[src/rtl/enigma_step_ctrl_if.sv]
// rtl/enigma_step_ctrl_if.sv - byte stream, load and rotor position bundle for enigma_step_ctrl
// o_step_count exists only when ENIGMA_STEP_COUNT_EN is defined.
interface enigma_step_ctrl_if #(
    parameter int NUM_ROTORS = 3
);
    logic                      load;
    logic [NUM_ROTORS*5-1:0]   load_pos;
    logic                      i_valid;
    logic [7:0]                i_data;
    logic                      o_ready;
    logic                      o_valid;
    logic                      i_ready;
    logic [7:0]                o_data;
    logic [4:0]                o_code;
    logic                      o_is_letter;
    logic [NUM_ROTORS*5-1:0]   o_pos;
    logic                      o_load_err;
`ifdef ENIGMA_STEP_COUNT_EN
    logic [31:0]               o_step_count;

    modport slave (
        input  load, load_pos, i_valid, i_data, i_ready,
        output o_ready, o_valid, o_data, o_code, o_is_letter, o_pos, o_load_err, o_step_count
    );
    modport master (
        output load, load_pos, i_valid, i_data, i_ready,
        input  o_ready, o_valid, o_data, o_code, o_is_letter, o_pos, o_load_err, o_step_count
    );
`else
    modport slave (
        input  load, load_pos, i_valid, i_data, i_ready,
        output o_ready, o_valid, o_data, o_code, o_is_letter, o_pos, o_load_err
    );
    modport master (
        output load, load_pos, i_valid, i_data, i_ready,
        input  o_ready, o_valid, o_data, o_code, o_is_letter, o_pos, o_load_err
    );
`endif
endinterface

[src/rtl/enigma_step_ctrl.sv]
// rtl/enigma_step_ctrl.sv - N-rotor stepping controller with registered letter/position output
// Optional letter counter output enabled by ENIGMA_STEP_COUNT_EN.
module enigma_step_ctrl #(
    parameter int                      NUM_ROTORS  = 3,
    parameter logic [NUM_ROTORS*5-1:0] NOTCHES     = {5'd16, 5'd4, 5'd21},
    parameter bit                      DOUBLE_STEP = 1'b1
) (
    input  logic              i_clock,
    input  logic              reset,
    enigma_step_ctrl_if.slave bus
);

    logic [NUM_ROTORS*5-1:0] r_pos;
    logic                    r_valid;
    logic [7:0]              r_data;
    logic [4:0]              r_code;
    logic                    r_is_letter;
    logic [NUM_ROTORS*5-1:0] r_out_pos;
    logic                    r_load_err;

    logic                    w_ready;
    logic                    w_xfer_in;
    logic                    w_xfer_out;
    logic                    w_is_upper;
    logic                    w_is_lower;
    logic                    w_is_letter;
    logic [4:0]              w_code;
    logic [NUM_ROTORS-1:0]   w_step;
    logic [NUM_ROTORS-1:0]   w_load_bad;
    logic [NUM_ROTORS*5-1:0] w_next_pos;
    logic [NUM_ROTORS*5-1:0] w_load_clean;

    assign w_ready    = (~r_valid | bus.i_ready) & ~bus.load;
    assign w_xfer_in  = bus.i_valid & w_ready;
    assign w_xfer_out = r_valid & bus.i_ready;

    assign w_is_upper  = (bus.i_data >= 8'h41) && (bus.i_data <= 8'h5A);
    assign w_is_lower  = (bus.i_data >= 8'h61) && (bus.i_data <= 8'h7A);
    assign w_is_letter = w_is_upper | w_is_lower;
    // 'A' and 'a' both have low five bits 5'd1, so one subtract serves both cases.
    assign w_code      = w_is_letter ? (bus.i_data[4:0] - 5'd1) : 5'd0;

    for (genvar k = 0; k < NUM_ROTORS; k++) begin : g_rotor
        logic [4:0] w_cur;
        assign w_cur = r_pos[5*k +: 5];

        if (k == 0) begin : g_fast
            assign w_step[k] = 1'b1;
        end else begin : g_slow
            localparam bit DS = DOUBLE_STEP && (k <= NUM_ROTORS - 2);
            assign w_step[k] = (r_pos[5*(k-1) +: 5] == NOTCHES[5*(k-1) +: 5])
                             | (DS & (w_cur == NOTCHES[5*k +: 5]));
        end

        assign w_next_pos[5*k +: 5]   = !w_step[k]         ? w_cur :
                                        (w_cur == 5'd25)   ? 5'd0  : w_cur + 5'd1;
        assign w_load_bad[k]          = bus.load_pos[5*k +: 5] >= 5'd26;
        assign w_load_clean[5*k +: 5] = w_load_bad[k] ? 5'd0 : bus.load_pos[5*k +: 5];
    end

    always_ff @(posedge i_clock or negedge reset) begin
        if (!reset) begin
            r_pos       <= '0;
            r_valid     <= 1'b0;
            r_data      <= 8'd0;
            r_code      <= 5'd0;
            r_is_letter <= 1'b0;
            r_out_pos   <= '0;
            r_load_err  <= 1'b0;
        end else begin
            if (bus.load) begin
                r_pos <= w_load_clean;
            end else if (w_xfer_in && w_is_letter) begin
                r_pos <= w_next_pos;
            end
            r_load_err <= bus.load & (|w_load_bad);

            if (w_xfer_in) begin
                r_valid     <= 1'b1;
                r_data      <= bus.i_data;
                r_code      <= w_code;
                r_is_letter <= w_is_letter;
                r_out_pos   <= w_is_letter ? w_next_pos : r_pos;
            end else if (w_xfer_out) begin
                r_valid <= 1'b0;
            end
        end
    end

`ifdef ENIGMA_STEP_COUNT_EN
    logic [31:0] r_step_count;

    always_ff @(posedge i_clock or negedge reset) begin
        if (!reset) begin
            r_step_count <= 32'd0;
        end else if (bus.load) begin
            r_step_count <= 32'd0;
        end else if (w_xfer_in && w_is_letter && (r_step_count != 32'hFFFF_FFFF)) begin
            r_step_count <= r_step_count + 32'd1;
        end
    end

    assign bus.o_step_count = r_step_count;
`endif

    assign bus.o_ready     = w_ready;
    assign bus.o_valid     = r_valid;
    assign bus.o_data      = r_data;
    assign bus.o_code      = r_code;
    assign bus.o_is_letter = r_is_letter;
    assign bus.o_pos       = r_out_pos;
    assign bus.o_load_err  = r_load_err;

endmodule

[src/flat_wrapper.sv]
// flat-port wrapper written by rule: the top's interface ports become plain ports
module enigma_step_ctrl_flat 
#(
    parameter int                      NUM_ROTORS  = 3,
    parameter logic [NUM_ROTORS*5-1:0] NOTCHES     = {5'd16, 5'd4, 5'd21},
    parameter bit                      DOUBLE_STEP = 1'b1
)
  (i_clock, reset, bus_load, bus_load_pos, bus_i_valid, bus_i_data, bus_i_ready, bus_o_ready, bus_o_valid, bus_o_data, bus_o_code, bus_o_is_letter, bus_o_pos, bus_o_load_err);
  enigma_step_ctrl_if #(.NUM_ROTORS(NUM_ROTORS)) bus_i ();
  input  logic i_clock;
  input  logic reset;
  input wire logic [$bits(bus_i.load)-1:0] bus_load;
  input wire logic [$bits(bus_i.load_pos)-1:0] bus_load_pos;
  input wire logic [$bits(bus_i.i_valid)-1:0] bus_i_valid;
  input wire logic [$bits(bus_i.i_data)-1:0] bus_i_data;
  input wire logic [$bits(bus_i.i_ready)-1:0] bus_i_ready;
  output wire logic [$bits(bus_i.o_ready)-1:0] bus_o_ready;
  output wire logic [$bits(bus_i.o_valid)-1:0] bus_o_valid;
  output wire logic [$bits(bus_i.o_data)-1:0] bus_o_data;
  output wire logic [$bits(bus_i.o_code)-1:0] bus_o_code;
  output wire logic [$bits(bus_i.o_is_letter)-1:0] bus_o_is_letter;
  output wire logic [$bits(bus_i.o_pos)-1:0] bus_o_pos;
  output wire logic [$bits(bus_i.o_load_err)-1:0] bus_o_load_err;
  assign bus_i.load = bus_load;
  assign bus_i.load_pos = bus_load_pos;
  assign bus_i.i_valid = bus_i_valid;
  assign bus_i.i_data = bus_i_data;
  assign bus_i.i_ready = bus_i_ready;
  assign bus_o_ready = bus_i.o_ready;
  assign bus_o_valid = bus_i.o_valid;
  assign bus_o_data = bus_i.o_data;
  assign bus_o_code = bus_i.o_code;
  assign bus_o_is_letter = bus_i.o_is_letter;
  assign bus_o_pos = bus_i.o_pos;
  assign bus_o_load_err = bus_i.o_load_err;
  enigma_step_ctrl #(.NUM_ROTORS(NUM_ROTORS), .NOTCHES(NOTCHES), .DOUBLE_STEP(DOUBLE_STEP)) u_core (.i_clock(i_clock), .reset(reset), .bus(bus_i));
endmodule
[config.mk]
export PLATFORM = sky130hd
export DESIGN_NAME = enigma_step_ctrl_flat
export DESIGN_NICKNAME = d
export VERILOG_FILES = /design/src/rtl/enigma_step_ctrl_if.sv /design/src/rtl/enigma_step_ctrl.sv /design/src/flat_wrapper.sv
export SDC_FILE = /design/constraint.sdc
export NUM_CORES = 1
export LEC_CHECK = 0
export BUFFER_PORTS_ARGS = -buffer_cell sky130_fd_sc_hd__buf_2
export CAP_MARGIN = 20
export CORE_MARGIN = 4
export CORE_UTILIZATION = 45
export CTS_CLUSTER_SIZE = 10
export DETAILED_ROUTE_END_ITERATION = 12
export HOLD_SLACK_MARGIN = 0.1
export PLACE_DENSITY = 0.69
export SLEW_MARGIN = 10
export SYNTH_ARGS = -nofsm -noshare
export SYNTH_HDL_FRONTEND = slang
export SYNTH_SLANG_ARGS = --single-unit
export TNS_END_PERCENT = 100
[constraint.sdc]
create_clock -name i_clock -period 2 [get_ports i_clock]
set_clock_uncertainty 0.05 [all_clocks]
set_input_delay 0.1 -clock i_clock [delete_from_list [all_inputs] [get_ports i_clock]]
set_output_delay 0.1 -clock i_clock [all_outputs]
set_load 0.02 [all_outputs]
==> qor.yml, run 1 <==
status: "completed"
crit_path_max_fanout: 15
worstSetupPathType: "in -> reg"
grt_max_degree: 25
grt_first_pass_wirelength_um: 12540
power.density_cell_area_nw_per_um2: 721.7
dominantRegCellSynth: "sky130_fd_sc_hd__dfrtp_1"
die_area_um2: 6956
grt_pass1_vias: 2562
detail_route.first_pass.iterations: 4
finalHoldViolCount: 0
dieHeight_um: 83.41
synth_sequential_area_ratio: 0.4499
timing.setup.tns_ns: 0
finalWeightedCongestion: 0.8818
core_occupancy_in_the_finished_layout: 0.6294
clk_path_buf_depth: 2
ctsRootBufferMaster: "sky130_fd_sc_hd__clkbuf_8"
data_required_time_at_the_worst_endpoint_ns: 2.17
cts.clk_slew.worst_paths_ns: 0.09
switchingPower_w: 0.0008473
crit-reg2reg-launch: "u_core.r_pos[1]$_DFFE_PN0P_"
unrepaired_setup_endpoints_after_global_routing: "true"
design.core.area_um2: 5507
clkPwrFrac: 0.240
hold_path_class: "in -> reg"
worstSetupEndpoint: "u_core.r_pos[5]$_DFFE_PN0P_"
yosys_register_bits: 46
die_width_um: 83.41
finalWorstPathRequiredPeriod_ns: 1.908
cellInternalPower_w: 0.001654
grt_remaining_overflow: 0
num_antenna_cells: 0
postRouteAntennaNets: 0
r2r_setup_slack_ns: 0.12
synth_enable_flop_cells: 0
mappedNetlistNets: 322
detailedRoute.firstIterationViolations: 201
io_pins: 60
ir_worst_vdd_mv: 0.4501
sw_frac_of_total: 0.3387
final_layout_size_suffix_gt1_frac: 0.2680
final_max_slew_viol_count: 0
areaGrowthSynthToFinish_pct: 35.45
power_frac_seq: 0.462
hpwlAfterDp_um: 5201
synth_area_per_cell_um2: 9.010
async_flop_share: 1.000
insertion_delay_ns: 0.30
placementRows: 27
worst_ep_arrival_time_ns: 2.08
cap_viol_max_count: 0
drcViolationCount: 0
r2r_end: "u_core.bus.o_pos[7]$_DFFE_PN0P_"
cp-start-kind: "input pin"
final_count_of_negative_setup_slack_endpoints: 0
synth_cell_type_count: 52
io_buffer_count: 59
p_comb_frac: 0.298
total_routing_usage_reported_by_global_routing: 0.2207
finish.net_count: 425
setup.worst_path.end_class: "flip-flop"
synth.cell_area_um2: 2559
routed_wirelength_um: 7281
antenna_found_initial: 0
worstRegToRegCells: 7
cts_num_sinks: 46
critical_path_origin: "bus_i_data[6]"
max_slew.worst_pin.slew_ns: 0.5750
static_leakage_nw: 1.669
layout_worst_path_cycle_share: 0.9538
cts_htree_levels: 2
timing.max_slew.rel_slack: 0.6167
dr_total_vias: 2593
synth-warning-count: 0
synthCells: 284
cts_made_buffers: 5
vias_per_cell: 5.637
start_util: 0.4647
highest_attainable_clock_frequency_ghz: 0.5242
detail_route.wl_per_cell_um: 15.83
tritoncts_clock_tree: "done"
==> worst min path at each step <==
stage	end	slack, ns	depth (start not counted)	startpoint
6_report	u_core.bus.o_code[2]$_DFFE_PN0P_	0.11	3	bus_i_data[2]
5_1_grt	u_core.bus.o_code[2]$_DFFE_PN0P_	0.14	3	bus_i_data[2]
4_1_cts	u_core.bus.o_code[2]$_DFFE_PN0P_	0.10	3	bus_i_data[2]
3_5_place_dp	u_core.bus.o_data[7]$_DFFE_PN0P_	0.08	1	reset
3_3_place_gp	u_core.bus.o_data[7]$_DFFE_PN0P_	0.07	1	reset
2_1_floorplan	u_core.bus.o_code[0]$_DFFE_PN0P_	-0.25	0	reset
==> cell usage in the layout (no fill, tap or decap), types with 6 or more instances in the layout <==
cell type and n:
sky130_fd_sc_hd__nor3_1 6, sky130_fd_sc_hd__o211ai_1 10, sky130_fd_sc_hd__a21oi_1 6, sky130_fd_sc_hd__nor2_1 9, sky130_fd_sc_hd__dlygate4sd3_1 25, sky130_fd_sc_hd__ha_1 9
sky130_fd_sc_hd__clkbuf_8 6, sky130_fd_sc_hd__buf_4 28, sky130_fd_sc_hd__nand3_1 14, sky130_fd_sc_hd__o31ai_1 6, sky130_fd_sc_hd__o21ai_0 16, sky130_fd_sc_hd__dfrtp_1 46
sky130_fd_sc_hd__nand2_1 63, sky130_fd_sc_hd__buf_2 59, sky130_fd_sc_hd__a31oi_1 6, sky130_fd_sc_hd__inv_1 11
==> logic make-up after synthesis <==
kind of cell | synth area share
compound gates | 0.2034
xor+xnor | 0.01027
fa+ha+maj | 0.04890
buf+inv | 0.04841
flops | 0.4499
mux | 0.003912
simple gates | 0.2352
==> sequential cells by signal, indices dropped and copies added, names as in the netlist <==
signal and cells:
u_core.bus.o_pos 15, u_core.r_pos 15, u_core.bus.o_data 8, u_core.bus.o_code 5, u_core.bus.o_is_letter 1, u_core.bus.o_load_err 1
u_core.bus.o_valid 1
==> power by group through the flow <==
stage | clock (W) | sequential (W) | combinational (W)
after floorplan | 0 | 0.00129 | 0.000288
after global placement | 0 | 0.00117 | 0.000691
after detailed placement | 0 | 0.00117 | 0.000700
after CTS | 0.000616 | 0.00116 | 0.000738
after global routing | 0.000650 | 0.00118 | 0.000823
final | 0.000600 | 0.00116 | 0.000746
==> per-layer routing <==
metal / part of all wire / wire length, µm / track usage / up-vias
met3: 0.071 / 514 / 0.04960 / 12
met5: 0 / 0 / 0 / -
met4: 0.020 / 148 / 0.06984 / 0
met2: 0.48 / 3465 / 0.3557 / 104
li1: - / - / - / 1240
met1: 0.43 / 3153 / 0.2950 / 1237
==> cell type report <==
type                            instances  area (µm²)
Timing Repair Buffer                  114       787.0
Clock inverter                          1       5.005
Tap cell                               72       90.09
Multi-Input combinational cell        209        1305
Sequential cell                        46        1151
Inverter                               11       41.29
Fill cell                             484        2041
Clock buffer                            7       86.33
==> Yosys cell counts, drive strengths merged (5+ instances only) <==
master  instances  share of area
dfrtp          46           0.45
o31ai           6          0.018
ha             10          0.049
nand2          63          0.092
a31oi           6          0.015
a21oi           6          0.012
clkbuf         11          0.016
nand3          14          0.027
nor3            6          0.012
o21ai          16          0.031
inv            11          0.016
nor2            9          0.013
o211ai         10          0.029
a221o           5          0.020
buf             7          0.016
a32oi           5          0.017
==> timing repair <==
item                                   in CTS  in global routing
buffers inserted                            0                  1
gates resized for setup                     0                  5
endpoints found under the hold margin      48                  0
setup endpoints to repair                   0                  7
hold buffers                               25                  0
==> critical path, stage by stage <==
cell	delay, ns
sky130_fd_sc_hd__dlygate4sd3_1	0.52
sky130_fd_sc_hd__buf_2	0.09
sky130_fd_sc_hd__inv_1	0.05
sky130_fd_sc_hd__a311oi_2	0.23
sky130_fd_sc_hd__buf_4	0.18
sky130_fd_sc_hd__nand4_1	0.11
sky130_fd_sc_hd__buf_6	0.18
sky130_fd_sc_hd__or4_1	0.50
sky130_fd_sc_hd__o211ai_1	0.11
==> stage by stage <==
stage	cell area (µm²)	worst slack [ns]	hold WS [ns]	power (W)	cells
2_1_floorplan	2559	0.02856	-0.2456	0.001575	284
4_1_cts	3433	0.03297	0.1015	0.002510	459
3_3_place_gp	3092	-0.03401	0.06918	0.001862	426
6_report	3466	0.09237	0.1137	0.002501	460
3_5_place_dp	3092	-0.05690	0.08180	0.001873	426
5_1_grt	3466	-0.004778	0.1386	0.002650	460
No activity file was read; power rests on OpenSTA's default activity.
==> run 2: changes to the inputs <==
clock period = 1.8 ns   (was 2 ns; I/O delays follow)
==> run 2 against run 1 <==
Via count is 2.7% higher. The flow now finishes with violations (negative setup slack). Hold slack improved by 0.036 ns. Critical path depth down 2. Count of clock-buffer cells in the layout is the same. Core utilization is 4.7 points higher. Largest cell class unchanged. Die area did not move. Total power up 15%. Combinational power increased by 25%. Routed wire length increased by 3.6%.
==> qor.yml, run 2 (synthesis gave the netlist of run 1 again) <==
layout_worst_path_cycle_share: 1.022
die_area_um2: 6956  # unchanged
highest_attainable_clock_frequency_ghz: 0.5438
detail_route.wl_per_cell_um: 15.75  # -0.47%
finish.net_count: 444  # +4.5%
tritoncts_clock_tree: "done"
final_layout_size_suffix_gt1_frac: 0.3489  # +0.08085
hold_path_class: "in -> reg"
design.core.area_um2: 5507  # unchanged
vias_per_cell: 5.559  # -1.4%
worst_ep_arrival_time_ns: 1.99  # -0.09 ns
crit_path_max_fanout: 4  # -11
data_required_time_at_the_worst_endpoint_ns: 1.95  # -0.22 ns
power.density_cell_area_nw_per_um2: 772.7  # +7.1%
layout_common_cells: "sky130_fd_sc_hd__nand2_1 (62), sky130_fd_sc_hd__buf_2 (58), sky130_fd_sc_hd__buf_4 (49)"
finalWeightedCongestion: 0.9285  # +5.3%
slowest_stage: "sky130_fd_sc_hd__or4_1"
setup.worst_path.end_class: "flip-flop"
layout_commonest_cell: "sky130_fd_sc_hd__nand2_1"
max_slew.worst_pin.slew_ns: 0.5962  # +0.02119 ns
drcViolationCount: 0  # unchanged
cts_num_sinks: 46  # unchanged
worstRegToRegCells: 7  # unchanged
finalWorstPathRequiredPeriod_ns: 1.839
start_util: 0.4647  # unchanged
timing.setup.tns_ns: -0.05802  # -0.05802 ns
routed_wirelength_um: 7546  # +3.6%
final_instance_area_um2: 3725  # +7.5%
unrepaired_setup_endpoints_after_global_routing: "true"
finalHoldViolCount: 0  # unchanged
io_pins: 60  # unchanged
final_count_of_negative_setup_slack_endpoints: 2  # +2
insertion_delay_ns: 0.30  # about the same
hpwlAfterDp_um: 5086  # -2.2%
ir_worst_vdd_mv: 0.5549  # +23%
placementRows: 27  # unchanged
io_buffer_count: 59  # unchanged
die_width_um: 83.41  # unchanged
grt_pass1_vias: 2687  # +4.9%
status: "finished with violations"
grt_first_pass_wirelength_um: 12700  # +1.3%
cts_made_buffers: 5  # unchanged
grt_max_degree: 47  # +88%
worstSetupPathType: "reg -> reg"
num_antenna_cells: 0  # unchanged
detail_route.first_pass.iterations: 4  # unchanged
timing.max_slew.rel_slack: 0.6026  # -0.01413
detailedRoute.firstIterationViolations: 149  # -26%
post_layout_worst_setup_margin_ns: -0.03892  # -0.1313 ns
core_occupancy_in_the_finished_layout: 0.6764  # +0.04703
ctsRootBufferMaster: "sky130_fd_sc_hd__clkbuf_8"
dr_total_vias: 2663  # +2.7%
hold_path_depth: 4  # +1
areaGrowthSynthToFinish_pct: 45.57
cts.clk_slew.worst_paths_ns: 0.09  # about the same
final_max_slew_viol_count: 0  # unchanged
grt_remaining_overflow: 0  # unchanged
total_routing_usage_reported_by_global_routing: 0.2210  # +0.0002557
dieHeight_um: 83.41  # unchanged
post_dp_cell_area_um2: 3232  # +4.5%
clk_path_buf_depth: 2  # unchanged
cp-start-kind: "flip-flop"
postRouteAntennaNets: 0  # unchanged
antenna_found_initial: 0  # unchanged
static_leakage_nw: 1.779  # +6.6%
holdWs_ns: 0.1493  # +0.03566 ns
cap_viol_max_count: 0  # unchanged
cp_slowest_stage_delay_ns: 0.46  # -0.06 ns
violations_in_the_final_reports: "negative setup slack"
cts_htree_levels: 2  # unchanged
timing.critical_path.cells: "inv_2 > ha_4 > nand4b_1 > nand2_1 > nand2_2 > or4_1 > o211ai_1"
-- run 2: changes by cell type in the layout (fill, tap and decap cells not counted), moves of 3 or more --
| cell | before | now |
|---|---|---|
| sky130_fd_sc_hd__ha_1 | 9 | 6 |
| sky130_fd_sc_hd__buf_4 | 28 | 49 |
| sky130_fd_sc_hd__ha_4 | 0 | 3 |
| sky130_fd_sc_hd__inv_1 | 11 | 6 |
| sky130_fd_sc_hd__inv_2 | 0 | 3 |
-- run 2: worst max-delay path: cells and delay by family, from the launching register on --
kind                       cells  cell delay, ns
buffers and inverters          1            0.08
DFF                            1            0.40
adders and majority gates      1            0.13
and+or+nand+nor                4            0.97
AOI/OAI and AO/OA              1            0.11
-- run 2: layout make-up --
cell class,count,area [µm²]
multi-input cells,209,1400
fillers,462,1782
flip-flops and latches,46,1151
clock inverters,1,5.005
inverters,11,61.31
repair buffers,133,930.9
well taps,72,90.09
clock buffers,7,86.33
-- run 2: timing repair --
action                     4_1_cts  5_1_grt
resized for setup               14       14
gates cloned                     0        0
buffers inserted                 6        2
pin swaps                        5        9
hold endpoints to repair        68        0
hold buffers                    23        0
setup endpoints to repair       10       19
-- run 2: report_power, final --
part / internal (W) / switching, W
sequential: 0.00118 / 0.0000992
clock: 0.000311 / 0.000355
combinational: 0.000412 / 0.000520
-- run 2: layer usage --
layer / track usage / routed length, µm / up-vias
met5: 0 / 0 / -
met4: 0.04755 / 74 / 0
met3: 0.04266 / 421 / 11
met2: 0.3819 / 3776 / 83
met1: 0.2870 / 3274 / 1287
li1: - / - / 1282
-- run 2: through the flow --
| stage | cells | power, W | setup WS (ns) |
|---|---|---|---|
| 2_1_floorplan | 284 | 0.001757 | -0.1050 |
| 3_3_place_gp | 440 | 0.002105 | -0.2449 |
| 3_5_place_dp | 440 | 0.002123 | -0.2892 |
| 6_report | 479 | 0.002878 | -0.03892 |
| 4_1_cts | 477 | 0.002870 | 0.004304 |
| 5_1_grt | 479 | 0.003040 | -0.1419 |
-- run 2: final timing paths --
path / from / to / slack [ns]
max: u_core.r_pos[1]$_DFFE_PN0P_ / u_core.r_pos[7]$_DFFE_PN0P_ / -0.04
min: bus_load / u_core.bus.o_load_err$_DFF_PN0_ / 0.15
max reg2reg: u_core.r_pos[1]$_DFFE_PN0P_ / u_core.r_pos[7]$_DFFE_PN0P_ / -0.04
min reg2reg: u_core.bus.o_data[4]$_DFFE_PN0P_ / u_core.bus.o_data[4]$_DFFE_PN0P_ / 0.42
max in group asynchronous: reset / u_core.r_pos[7]$_DFFE_PN0P_ / 0.93
min in group asynchronous: reset / u_core.r_pos[6]$_DFFE_PN0P_ / 0.35
